--- src/rtl/ex_core_alu_sched_if.sv ---
// Bundle of request, ALU and response signals between the issue sources, the
// round-robin ALU scheduler and the shared combinational ALU.
interface ex_core_alu_sched_if #(
   parameter int NUM_REQ = 4,
   parameter int CNT_W   = 16
);
   localparam int ID_W = $clog2(NUM_REQ);

   logic [NUM_REQ-1:0]        req_valid;
   logic [NUM_REQ-1:0]        req_ready;
   logic [NUM_REQ-1:0][3:0]   req_op;
   logic [NUM_REQ-1:0][31:0]  req_opnd1;
   logic [NUM_REQ-1:0][31:0]  req_opnd2;

   logic [31:0]               alu_operand1;
   logic [31:0]               alu_operand2;
   logic [3:0]                alu_op;
   logic [31:0]               alu_result;
   logic                      alu_zero;

   logic                      resp_valid;
   logic                      resp_ready;
   logic [ID_W-1:0]           resp_id;
   logic [31:0]               resp_result;
   logic                      resp_zero;
   logic                      resp_err;
   logic [CNT_W-1:0]          op_cnt;

   modport master (
      output req_valid, req_op, req_opnd1, req_opnd2,
      output alu_result, alu_zero, resp_ready,
      input  req_ready, alu_operand1, alu_operand2, alu_op,
      input  resp_valid, resp_id, resp_result, resp_zero, resp_err, op_cnt
   );

   modport slave (
      input  req_valid, req_op, req_opnd1, req_opnd2,
      input  alu_result, alu_zero, resp_ready,
      output req_ready, alu_operand1, alu_operand2, alu_op,
      output resp_valid, resp_id, resp_result, resp_zero, resp_err, op_cnt
   );
endinterface

--- src/rtl/ex_core_alu_sched.sv ---
// Round-robin scheduler sharing one combinational ALU between NUM_REQ requesters;
// one operation in flight, result returned with requester id on a valid/ready channel.
//
//   state | meaning
//   IDLE  | arbitrate; grant one requester and latch its operands into the ALU regs
//   EXEC  | ALU settles on registered operands; capture result/zero/err at the edge
//   RESP  | response valid; hold until consumer accepts, then count the op
module ex_core_alu_sched #(
   parameter int NUM_REQ = 4,
   parameter int CNT_W   = 16
) (
   input  logic                 Clk,
   input  logic                 Rst,
   ex_core_alu_sched_if.slave   bus
);
   localparam int ID_W = $clog2(NUM_REQ);

   typedef enum logic [1:0] {IDLE = 2'd0, EXEC = 2'd1, RESP = 2'd2} state_t;

   state_t            state;
   state_t            state_nxt;
   logic [ID_W-1:0]   rr_ptr;
   logic [ID_W-1:0]   grant;
   logic              grant_vld;
   logic [ID_W-1:0]   grant_inc;
   logic [NUM_REQ-1:0] ready_c;
   logic              resp_valid_c;

   logic [31:0]       alu_operand1_q;
   logic [31:0]       alu_operand2_q;
   logic [3:0]        alu_op_q;
   logic [ID_W-1:0]   resp_id_q;
   logic [31:0]       resp_result_q;
   logic              resp_zero_q;
   logic              resp_err_q;
   logic [CNT_W-1:0]  op_cnt_q;

   // First valid requester at or after rr_ptr, wrapping modulo NUM_REQ.
   always_comb begin
      logic [ID_W-1:0] idx;
      grant     = '0;
      grant_vld = 1'b0;
      idx       = '0;
      for (int k = 0; k < NUM_REQ; k++) begin
         idx = ID_W'((int'(rr_ptr) + k) % NUM_REQ);
         if (!grant_vld && bus.req_valid[idx]) begin
            grant_vld = 1'b1;
            grant     = idx;
         end
      end
   end

   assign grant_inc = (grant == ID_W'(NUM_REQ - 1)) ? '0 : grant + 1'b1;

   always_ff @(posedge Clk) begin
      if (Rst) begin
         state <= IDLE;
      end else begin
         state <= state_nxt;
      end
   end

   always_comb begin
      state_nxt = state;
      case (state)
         IDLE:    if (grant_vld) state_nxt = EXEC;
         EXEC:    state_nxt = RESP;
         RESP:    if (bus.resp_ready) state_nxt = IDLE;
         default: state_nxt = IDLE;
      endcase
   end

   always_comb begin
      ready_c      = '0;
      resp_valid_c = (state == RESP);
      if (state == IDLE && grant_vld) begin
         ready_c[grant] = 1'b1;
      end
   end

   always_ff @(posedge Clk) begin
      if (Rst) begin
         rr_ptr         <= '0;
         alu_operand1_q <= '0;
         alu_operand2_q <= '0;
         alu_op_q       <= '0;
         resp_id_q      <= '0;
         resp_result_q  <= '0;
         resp_zero_q    <= 1'b0;
         resp_err_q     <= 1'b0;
         op_cnt_q       <= '0;
      end else begin
         case (state)
            IDLE: begin
               if (grant_vld) begin
                  alu_op_q       <= bus.req_op[grant];
                  alu_operand1_q <= bus.req_opnd1[grant];
                  alu_operand2_q <= bus.req_opnd2[grant];
                  resp_id_q      <= grant;
                  rr_ptr         <= grant_inc;
               end
            end
            EXEC: begin
               // Opcodes 10..15 have no ALU function; report a forced zero result.
               if (alu_op_q > 4'd9) begin
                  resp_result_q <= '0;
                  resp_zero_q   <= 1'b1;
                  resp_err_q    <= 1'b1;
               end else begin
                  resp_result_q <= bus.alu_result;
                  resp_zero_q   <= bus.alu_zero;
                  resp_err_q    <= 1'b0;
               end
            end
            RESP: begin
               if (bus.resp_ready) begin
                  op_cnt_q <= op_cnt_q + 1'b1;
               end
            end
            default: ;
         endcase
      end
   end

   assign bus.req_ready    = ready_c;
   assign bus.resp_valid   = resp_valid_c;
   assign bus.alu_operand1 = alu_operand1_q;
   assign bus.alu_operand2 = alu_operand2_q;
   assign bus.alu_op       = alu_op_q;
   assign bus.resp_id      = resp_id_q;
   assign bus.resp_result  = resp_result_q;
   assign bus.resp_zero    = resp_zero_q;
   assign bus.resp_err     = resp_err_q;
   assign bus.op_cnt       = op_cnt_q;
endmodule
--- src/flat_wrapper.sv ---
// flat-port wrapper written by rule: the top's interface ports become plain ports
module ex_core_alu_sched_flat 
#(
   parameter int NUM_REQ = 4,
   parameter int CNT_W   = 16
)
  (Clk, Rst, bus_req_valid, bus_req_op, bus_req_opnd1, bus_req_opnd2, bus_alu_result, bus_alu_zero, bus_resp_ready, bus_req_ready, bus_alu_operand1, bus_alu_operand2, bus_alu_op, bus_resp_valid, bus_resp_id, bus_resp_result, bus_resp_zero, bus_resp_err, bus_op_cnt);
  ex_core_alu_sched_if #(.NUM_REQ(NUM_REQ), .CNT_W(CNT_W)) bus_i ();
  input  logic Clk;
  input  logic Rst;
  input wire logic [$bits(bus_i.req_valid)-1:0] bus_req_valid;
  input wire logic [$bits(bus_i.req_op)-1:0] bus_req_op;
  input wire logic [$bits(bus_i.req_opnd1)-1:0] bus_req_opnd1;
  input wire logic [$bits(bus_i.req_opnd2)-1:0] bus_req_opnd2;
  input wire logic [$bits(bus_i.alu_result)-1:0] bus_alu_result;
  input wire logic [$bits(bus_i.alu_zero)-1:0] bus_alu_zero;
  input wire logic [$bits(bus_i.resp_ready)-1:0] bus_resp_ready;
  output wire logic [$bits(bus_i.req_ready)-1:0] bus_req_ready;
  output wire logic [$bits(bus_i.alu_operand1)-1:0] bus_alu_operand1;
  output wire logic [$bits(bus_i.alu_operand2)-1:0] bus_alu_operand2;
  output wire logic [$bits(bus_i.alu_op)-1:0] bus_alu_op;
  output wire logic [$bits(bus_i.resp_valid)-1:0] bus_resp_valid;
  output wire logic [$bits(bus_i.resp_id)-1:0] bus_resp_id;
  output wire logic [$bits(bus_i.resp_result)-1:0] bus_resp_result;
  output wire logic [$bits(bus_i.resp_zero)-1:0] bus_resp_zero;
  output wire logic [$bits(bus_i.resp_err)-1:0] bus_resp_err;
  output wire logic [$bits(bus_i.op_cnt)-1:0] bus_op_cnt;
  assign bus_i.req_valid = bus_req_valid;
  assign bus_i.req_op = bus_req_op;
  assign bus_i.req_opnd1 = bus_req_opnd1;
  assign bus_i.req_opnd2 = bus_req_opnd2;
  assign bus_i.alu_result = bus_alu_result;
  assign bus_i.alu_zero = bus_alu_zero;
  assign bus_i.resp_ready = bus_resp_ready;
  assign bus_req_ready = bus_i.req_ready;
  assign bus_alu_operand1 = bus_i.alu_operand1;
  assign bus_alu_operand2 = bus_i.alu_operand2;
  assign bus_alu_op = bus_i.alu_op;
  assign bus_resp_valid = bus_i.resp_valid;
  assign bus_resp_id = bus_i.resp_id;
  assign bus_resp_result = bus_i.resp_result;
  assign bus_resp_zero = bus_i.resp_zero;
  assign bus_resp_err = bus_i.resp_err;
  assign bus_op_cnt = bus_i.op_cnt;
  ex_core_alu_sched #(.NUM_REQ(NUM_REQ), .CNT_W(CNT_W)) u_core (.Clk(Clk), .Rst(Rst), .bus(bus_i));
endmodule
--- config.mk ---
export PLATFORM = sky130hd
export DESIGN_NAME = ex_core_alu_sched_flat
export DESIGN_NICKNAME = d
export VERILOG_FILES = /design/src/rtl/ex_core_alu_sched_if.sv /design/src/rtl/ex_core_alu_sched.sv /design/src/flat_wrapper.sv
export SDC_FILE = /design/constraint.sdc
export NUM_CORES = 1
export LEC_CHECK = 0
export BUFFER_PORTS_ARGS = -buffer_cell sky130_fd_sc_hd__clkbuf_2
export CAP_MARGIN = 10
export CELL_PAD_IN_SITES_DETAIL_PLACEMENT = 1
export CELL_PAD_IN_SITES_GLOBAL_PLACEMENT = 1
export CORE_AREA = 2 2 168 170
export DETAILED_ROUTE_END_ITERATION = 10
export DIE_AREA = 0 0 170 172
export GPL_TIMING_DRIVEN = 1
export PLACE_DENSITY = 0.72
export SLEW_MARGIN = 20
export SYNTH_ARGS = -nofsm -noshare
export SYNTH_HDL_FRONTEND = slang
export SYNTH_SLANG_ARGS = --single-unit
--- constraint.sdc ---
create_clock -name Clk -period 2.2 [get_ports Clk]
set_clock_uncertainty 0.1 [all_clocks]
set_input_delay 0.44 -clock Clk [delete_from_list [all_inputs] [get_ports Clk]]
set_output_delay 0.44 -clock Clk [all_outputs]
set_load 0.03 [all_outputs]
# Word level (Yosys, flattened, before mapping)
# Cells that the tools add are included.
dict set report word_totals {
  reg_bits 124
  out_inout_bits 125
  elab_cells 71
}
dict set report classes {
  n_lt_le_gt_ge 7
  n_eq_ne 5
  add_sub_neg 5
  n_mux 32
  n_reduce_logical 12
}
# operator count
set ops {}
lappend ops {{binary-select mux 32 bit (select 2 bit)} 2}
lappend ops {{two-way mux 32 bit} 3}
lappend ops {{adder 16 x 1 -> 16 bit (second input constant)} 1}
lappend ops {{less-than comparator 2 x 3 -> 1 bit (second input constant)} 5}
lappend ops {{two-way mux 2 bit} 7}
lappend ops {{two-way mux 1 bit} 11}
lappend ops {{binary-select mux 1 bit (select 2 bit)} 4}
lappend ops {{binary-select mux 4 bit (select 2 bit)} 1}
lappend ops {{two-way mux 4 bit} 2}
lappend ops {{case mux 2 bit (3 select lines)} 1}
lappend ops {{AND reduction 2 bit} 3}
lappend ops {{logical AND 1 bit} 5}
lappend ops {{adder 2 x 1 -> 2 bit (second input constant)} 2}
lappend ops {{adder 2 bit (second input constant)} 2}
lappend ops {{equality test 2 bit (second input constant)} 2}
lappend ops {{> comparator 4 bit (second input constant)} 1}
lappend ops {{logical NOT 1 bit} 3}
lappend ops {{demux 1 bit (select 2 bit)} 1}
lappend ops {{equality test 2 x 1 -> 1 bit (second input constant)} 1}
lappend ops {{greater-or-equal comparator 2 x 1 -> 1 bit (second input constant)} 1}
lappend ops {{logical NOT 2 bit} 1}
lappend ops {{inequality test 2 x 1 -> 1 bit (second input constant)} 1}
lappend ops {{inequality test 2 bit (second input constant)} 1}

# Logic depth before layout (Yosys ltp)
dict set report depth {
  ltp_word 17
  ltp_mapped 7
}

# Least setup slack after synthesis
# No wires, ideal clock.
dict set report synth_path {
  path_type {in2out}
  from {in bus_req_valid[2]}
  to {out bus_req_ready[0]}
  path_slack_ns -0.024
  arrival_ns 1.684
  cell_stages 6
  cell_sequence {and2b_1 nor4b_4 nor2_2 buf_6 buf_4 and3_1}
}
dict set report synth_between {
  elab_chain_len 17
  word_cells_on_any_way 29
  cone_classes {order compare (2); mux (19); reduce/logical (8)}
}
# item line_no
set synth_lines {}
lappend synth_lines {{from (decl)} flat_wrapper.sv:11} ;# input wire logic [$bits(bus_i.req_valid)-1:0] bus_req_valid;
lappend synth_lines {{binary-select mux 1 bit (select 2 bit)} ex_core_alu_sched.sv:46} ;# if (!grant_vld && bus.req_valid[idx]) begin
lappend synth_lines {{two-way mux 1 bit (implied by the code)} ex_core_alu_sched.sv:46}
lappend synth_lines {{two-way mux 1 bit} ex_core_alu_sched.sv:46}
lappend synth_lines {{logical NOT 1 bit} ex_core_alu_sched.sv:46}
lappend synth_lines {{logical AND 1 bit} ex_core_alu_sched.sv:46}
lappend synth_lines {{two-way mux 1 bit} ex_core_alu_sched.sv:46}
lappend synth_lines {{logical NOT 1 bit} ex_core_alu_sched.sv:46}
lappend synth_lines {{logical AND 1 bit} ex_core_alu_sched.sv:46}
lappend synth_lines {{two-way mux 1 bit} ex_core_alu_sched.sv:46}
lappend synth_lines {{logical NOT 1 bit} ex_core_alu_sched.sv:46}
lappend synth_lines {{logical AND 1 bit} ex_core_alu_sched.sv:46}
lappend synth_lines {{two-way mux 2 bit} ex_core_alu_sched.sv:46}
lappend synth_lines {{less-than comparator 2 x 3 -> 1 bit (implied by the code) / greater-or-equal comparator 2 x 1 -> 1 bit (equally long branches)} ex_core_alu_sched.sv:77} ;# ready_c[grant] = 1'b1;
lappend synth_lines {{logical AND 1 bit (implied by the code)} ex_core_alu_sched.sv:77}
lappend synth_lines {{two-way mux 1 bit (implied by the code)} ex_core_alu_sched.sv:77}
lappend synth_lines {{demux 1 bit (select 2 bit)} -}
lappend synth_lines {{two-way mux 4 bit (*)} ex_core_alu_sched.sv:76} ;# if (state == IDLE && grant_vld) begin
lappend synth_lines {{to (decl)} flat_wrapper.sv:18} ;# output wire logic [$bits(bus_i.req_ready)-1:0] bus_req_ready;
# Mark *: on every way between the ends. The rest lies on a longest branch, timed or not. The select of a mux whose other input is x is not followed.

# Worst setup path after layout
dict set report layout_path {
  from {reg u_core.rr_ptr[0]}
  to {out bus_req_ready[1]}
}
dict set report layout_between {
  elab_chain_len 17
  word_cells_on_any_way 32
  cone_classes {add/sub (3); order compare (2); mux (19); reduce/logical (8)}
}
# item line_no
set layout_lines {}
lappend layout_lines {{from (decl)} ex_core_alu_sched.sv:22} ;# logic [ID_W-1:0] rr_ptr;
lappend layout_lines {{from (signal assigned)} ex_core_alu_sched.sv:100} ;# rr_ptr <= grant_inc;
lappend layout_lines {{parallel branches: the longest is 16 deep, another holds less-than comparator 2 x 3 -> 1 bit} -}
lappend layout_lines {{two-way mux 4 bit (*)} ex_core_alu_sched.sv:76}
# Mark *: on every way between the ends. The select of a mux whose other input is x is not followed.

==> flow_summary.yaml <==
power:
  p_leak_nw: 5.07
  power.density_mw_per_mm2: 913
  vdd_drop_max_mv: 0.448
timing:
  max_slew_margin_pct: 62.4
  worstMarginPinSlew_ps: 563
  hold_viol_final: 0
  finalSetupViolCount: 4
  period_needed_ps: 2390
  slew_violations: 0
  worst_slack_ps: -191
  post-route-period-util_pct: 109
  fmax_ghz: 0.418
  rsz0062_at_grt: "yes"
run_status:
  status: "finished, violations left"
  violations: "negative setup slack"
cts:
  path_clk_slew_ps: 60
  root_buffer: "clkbuf_16"
  cts_htree_levels: 4
  cts_sinks: 124
  cts_hold_buf: 0
  cts_max_path_buffers: 2
  cts_tree: "yes"
  cts_made_buffers: 17
  clk_latency_ps: 420
grt:
  grt_pass1_vias: 7040
  grt_usage_pct: 16.9
  antenna_found_initial: 1
  grt_max_degree: 52
  grt_pass1_wl_mm: 38.1
  grt_overflow: 0
route:
  drt-total-wl_mm: 26.0
  vias_per_cell: 4.63
  ant_nets: 0
  wl_per_cell_microns: 18.1
  drt_iter0_drc: 273
  post-route-drc-count: 0
  vias: 6649
  drtPass1Iterations: 4
synthesis:
  syn_area_per_cell_sq_um: 9.94
  synthFlopType: "dfxtp_1"
  synth_seq_cells: 124
  synth_cell_type_count: 46
  synthesis.nets: 933
  synth_edf_count: 0
  syn_inst: 620
  ys_warn_count: 0
  ys_seq_area_share_pct: 40.3
  synth_area_sq_mm: 0.00616
  async_flop_share_pct: 0
critical_path:
  crit_slowest_cell: "nor4b_4"
  worstSetupPathType: "reg -> out"
  r2r_start: "u_core.rr_ptr[0]"
  cp-end-kind: "output pin"
  crit_cells: 5
  crit_arrival_ps: 1850
  crit_start: "u_core.rr_ptr[0]"
  path_cells: "and2b_2, nor4b_4, o21ai_2, nor2_2, clkbuf_8"
  reg2reg_to: "u_core.bus.alu_operand1[8]"
  required_ps: 1660
  critPathMaxStageDelay_ps: 370
  critPathLaunchType: "flip-flop"
  r2r_cells: 9
  path_delay_family: "simple AND/OR/NAND/NOR gates"
  worst-path-buf-inv: 1
  rrSetupSlack_ps: 30
  cp_max_fo: 4
  critPathCapture: "bus_req_ready[1]"
placed_design:
  portBuffers: 436
  dpl_worst_slack_ps: -190
  hpwl_mm: 19.9
  gp_congestion: 0.814
  dp_cells: 1390
hold_path:
  holdCritPathClass: "in -> reg"
floorplan:
  die_area_sq_mm: 0.0292
  die_y_microns: 172
  fp.coreArea_sq_mm: 0.0275
  ios: 437
  die_w_microns: 170
  initial_core_util_pct: 22.4
  num_rows: 61
cells_and_area:
  layout_common_cells: "432 x clkbuf_2, 128 x mux2i_1, 122 x dfxtp_1"
  syn_to_final_growth_pct: 60.3
  drive_gt1_share_pct: 52.2
  fillers: 3266
  final_common_cell: "clkbuf_2"
  fin_nets: 1388
  finalNonFillerCells: 1435
job:
  maxCapViolations: 0
## cell usage after synthesis (2+ instances only)
cell type	number	area, sq um
nor3_1	7	35.0
nor2_2	2	12.5
buf_4	3	22.5
nand4_1	3	18.8
mux2i_1	136	1360
buf_6	6	67.6
nand3_1	4	20.0
a21oi_1	5	25.0
o221ai_1	47	412
a22oi_1	32	240
o221ai_2	20	300
a211oi_1	3	22.5
clkbuf_4	2	15.0
xnor2_1	8	70.1
dfxtp_1	124	2480
nand2b_1	2	12.5
buf_2	15	75.1
nor4_1	2	12.5
nand2_1	78	293
nor2b_1	3	18.8
and3_1	4	25.0
xor2_1	6	52.6
inv_1	5	18.8
clkbuf_1	21	78.8
nor2_1	54	203
nand2_2	2	12.5
buf_1	3	11.3
or3_1	2	12.5
o21ai_0	4	20.0
## sequential cells by signal, summed over array words and instances (netlist names)
name	flops
u_core.bus.op_cnt	16
u_core.bus.alu_op	4
u_core.state	2
u_core.bus.alu_operand2	32
u_core.rr_ptr	2
u_core.bus.resp_result	32
u_core.bus.resp_err	1
u_core.bus.alu_operand1	32
u_core.bus.resp_zero	1
u_core.bus.resp_id	2
## metrics by stage
step           util, %  setup TNS, ps  hold slack [ps]  instance area (sq um)  power (mW)
2_1_floorplan        -          -25.0              377                   6160        4.71
3_5_place_dp      32.6          -3990              350                   8940        5.87
5_1_grt           36.0          -2970              158                   9880        9.50
3_3_place_gp      32.6          -1510              343                   8940        5.80
6_report          36.0           -603              168                   9880        9.02
4_1_cts           35.1          -1320              144                   9650        8.95
## area by class of cell
class	instances	area, sq um	share of cell area (%)
diodes	1	2.50	0.0253
clock buffers	17	425	4.31
clock inverters	15	189	1.91
inverters	5	18.8	0.190
multi-input cells	441	3470	35.2
flip-flops and latches	124	2480	25.1
well taps	346	433	4.38
repair buffers	486	2850	28.9
## cells by family after synthesis
| family | count (synthesis) | synth area share, % |
|---|---|---|
| AO/OA/AOI/OAI | 117 | 18.0 |
| XOR/XNOR | 14 | 1.99 |
| adder cells (fa/ha/maj) | 1 | 0.203 |
| buffers and inverters | 55 | 4.69 |
| flip-flops | 124 | 40.3 |
| multiplexers | 136 | 22.1 |
| AND/OR/NAND/NOR | 173 | 12.7 |
## timing repair
| item | 4_1_cts | 5_1_grt |
|---|---|---|
| buffers inserted | 2 | 7 |
| gates resized for setup | 23 | 13 |
| cloned | 0 | 3 |
| pin swaps | 4 | 4 |
| endpoints found under the setup margin | 4 | 53 |
## metal layers
| layer | wire, microns | track usage, % |
|---|---|---|
| met1 | 10500 | 19.3 |
| met2 | 13500 | 31.0 |
| met3 | 1480 | 4.19 |
| met4 | 575 | 5.20 |
| met5 | 0 | 0 |
## worst reg2reg max path, stage by stage, from the launching register on
cell      delay (ps)
dfxtp_2          340
and2b_2          240
buf_4            150
o32a_1           330
buf_4            150
buf_4            120
buf_4            130
nand2_4           90
buf_12           230
o221ai_1         160
## how the worst min path moves through the flow
stage / start / to / slack [ps] / depth (start not counted)
finish: bus_alu_result[17] / u_core.bus.resp_result[17] / 170 / 3
global route: bus_alu_result[4] / u_core.bus.resp_result[4] / 160 / 3
CTS: bus_alu_result[5] / u_core.bus.resp_result[5] / 140 / 3
detailed placement: u_core.bus.resp_id[0] / u_core.bus.resp_id[0] / 350 / 2
global placement: u_core.bus.alu_operand2[29] / u_core.bus.alu_operand2[29] / 340 / 2
floorplan: u_core.rr_ptr[0] / u_core.rr_ptr[0] / 380 / 2
## power by group
part	internal, mW	switching [mW]	leakage (nW)
logic	1.42	1.87	3.74
registers	2.57	0.195	1.02
clock network	1.81	1.15	0.305
total	5.80	3.22	5.07
Note: power is estimated with default switching activity, not from simulation.
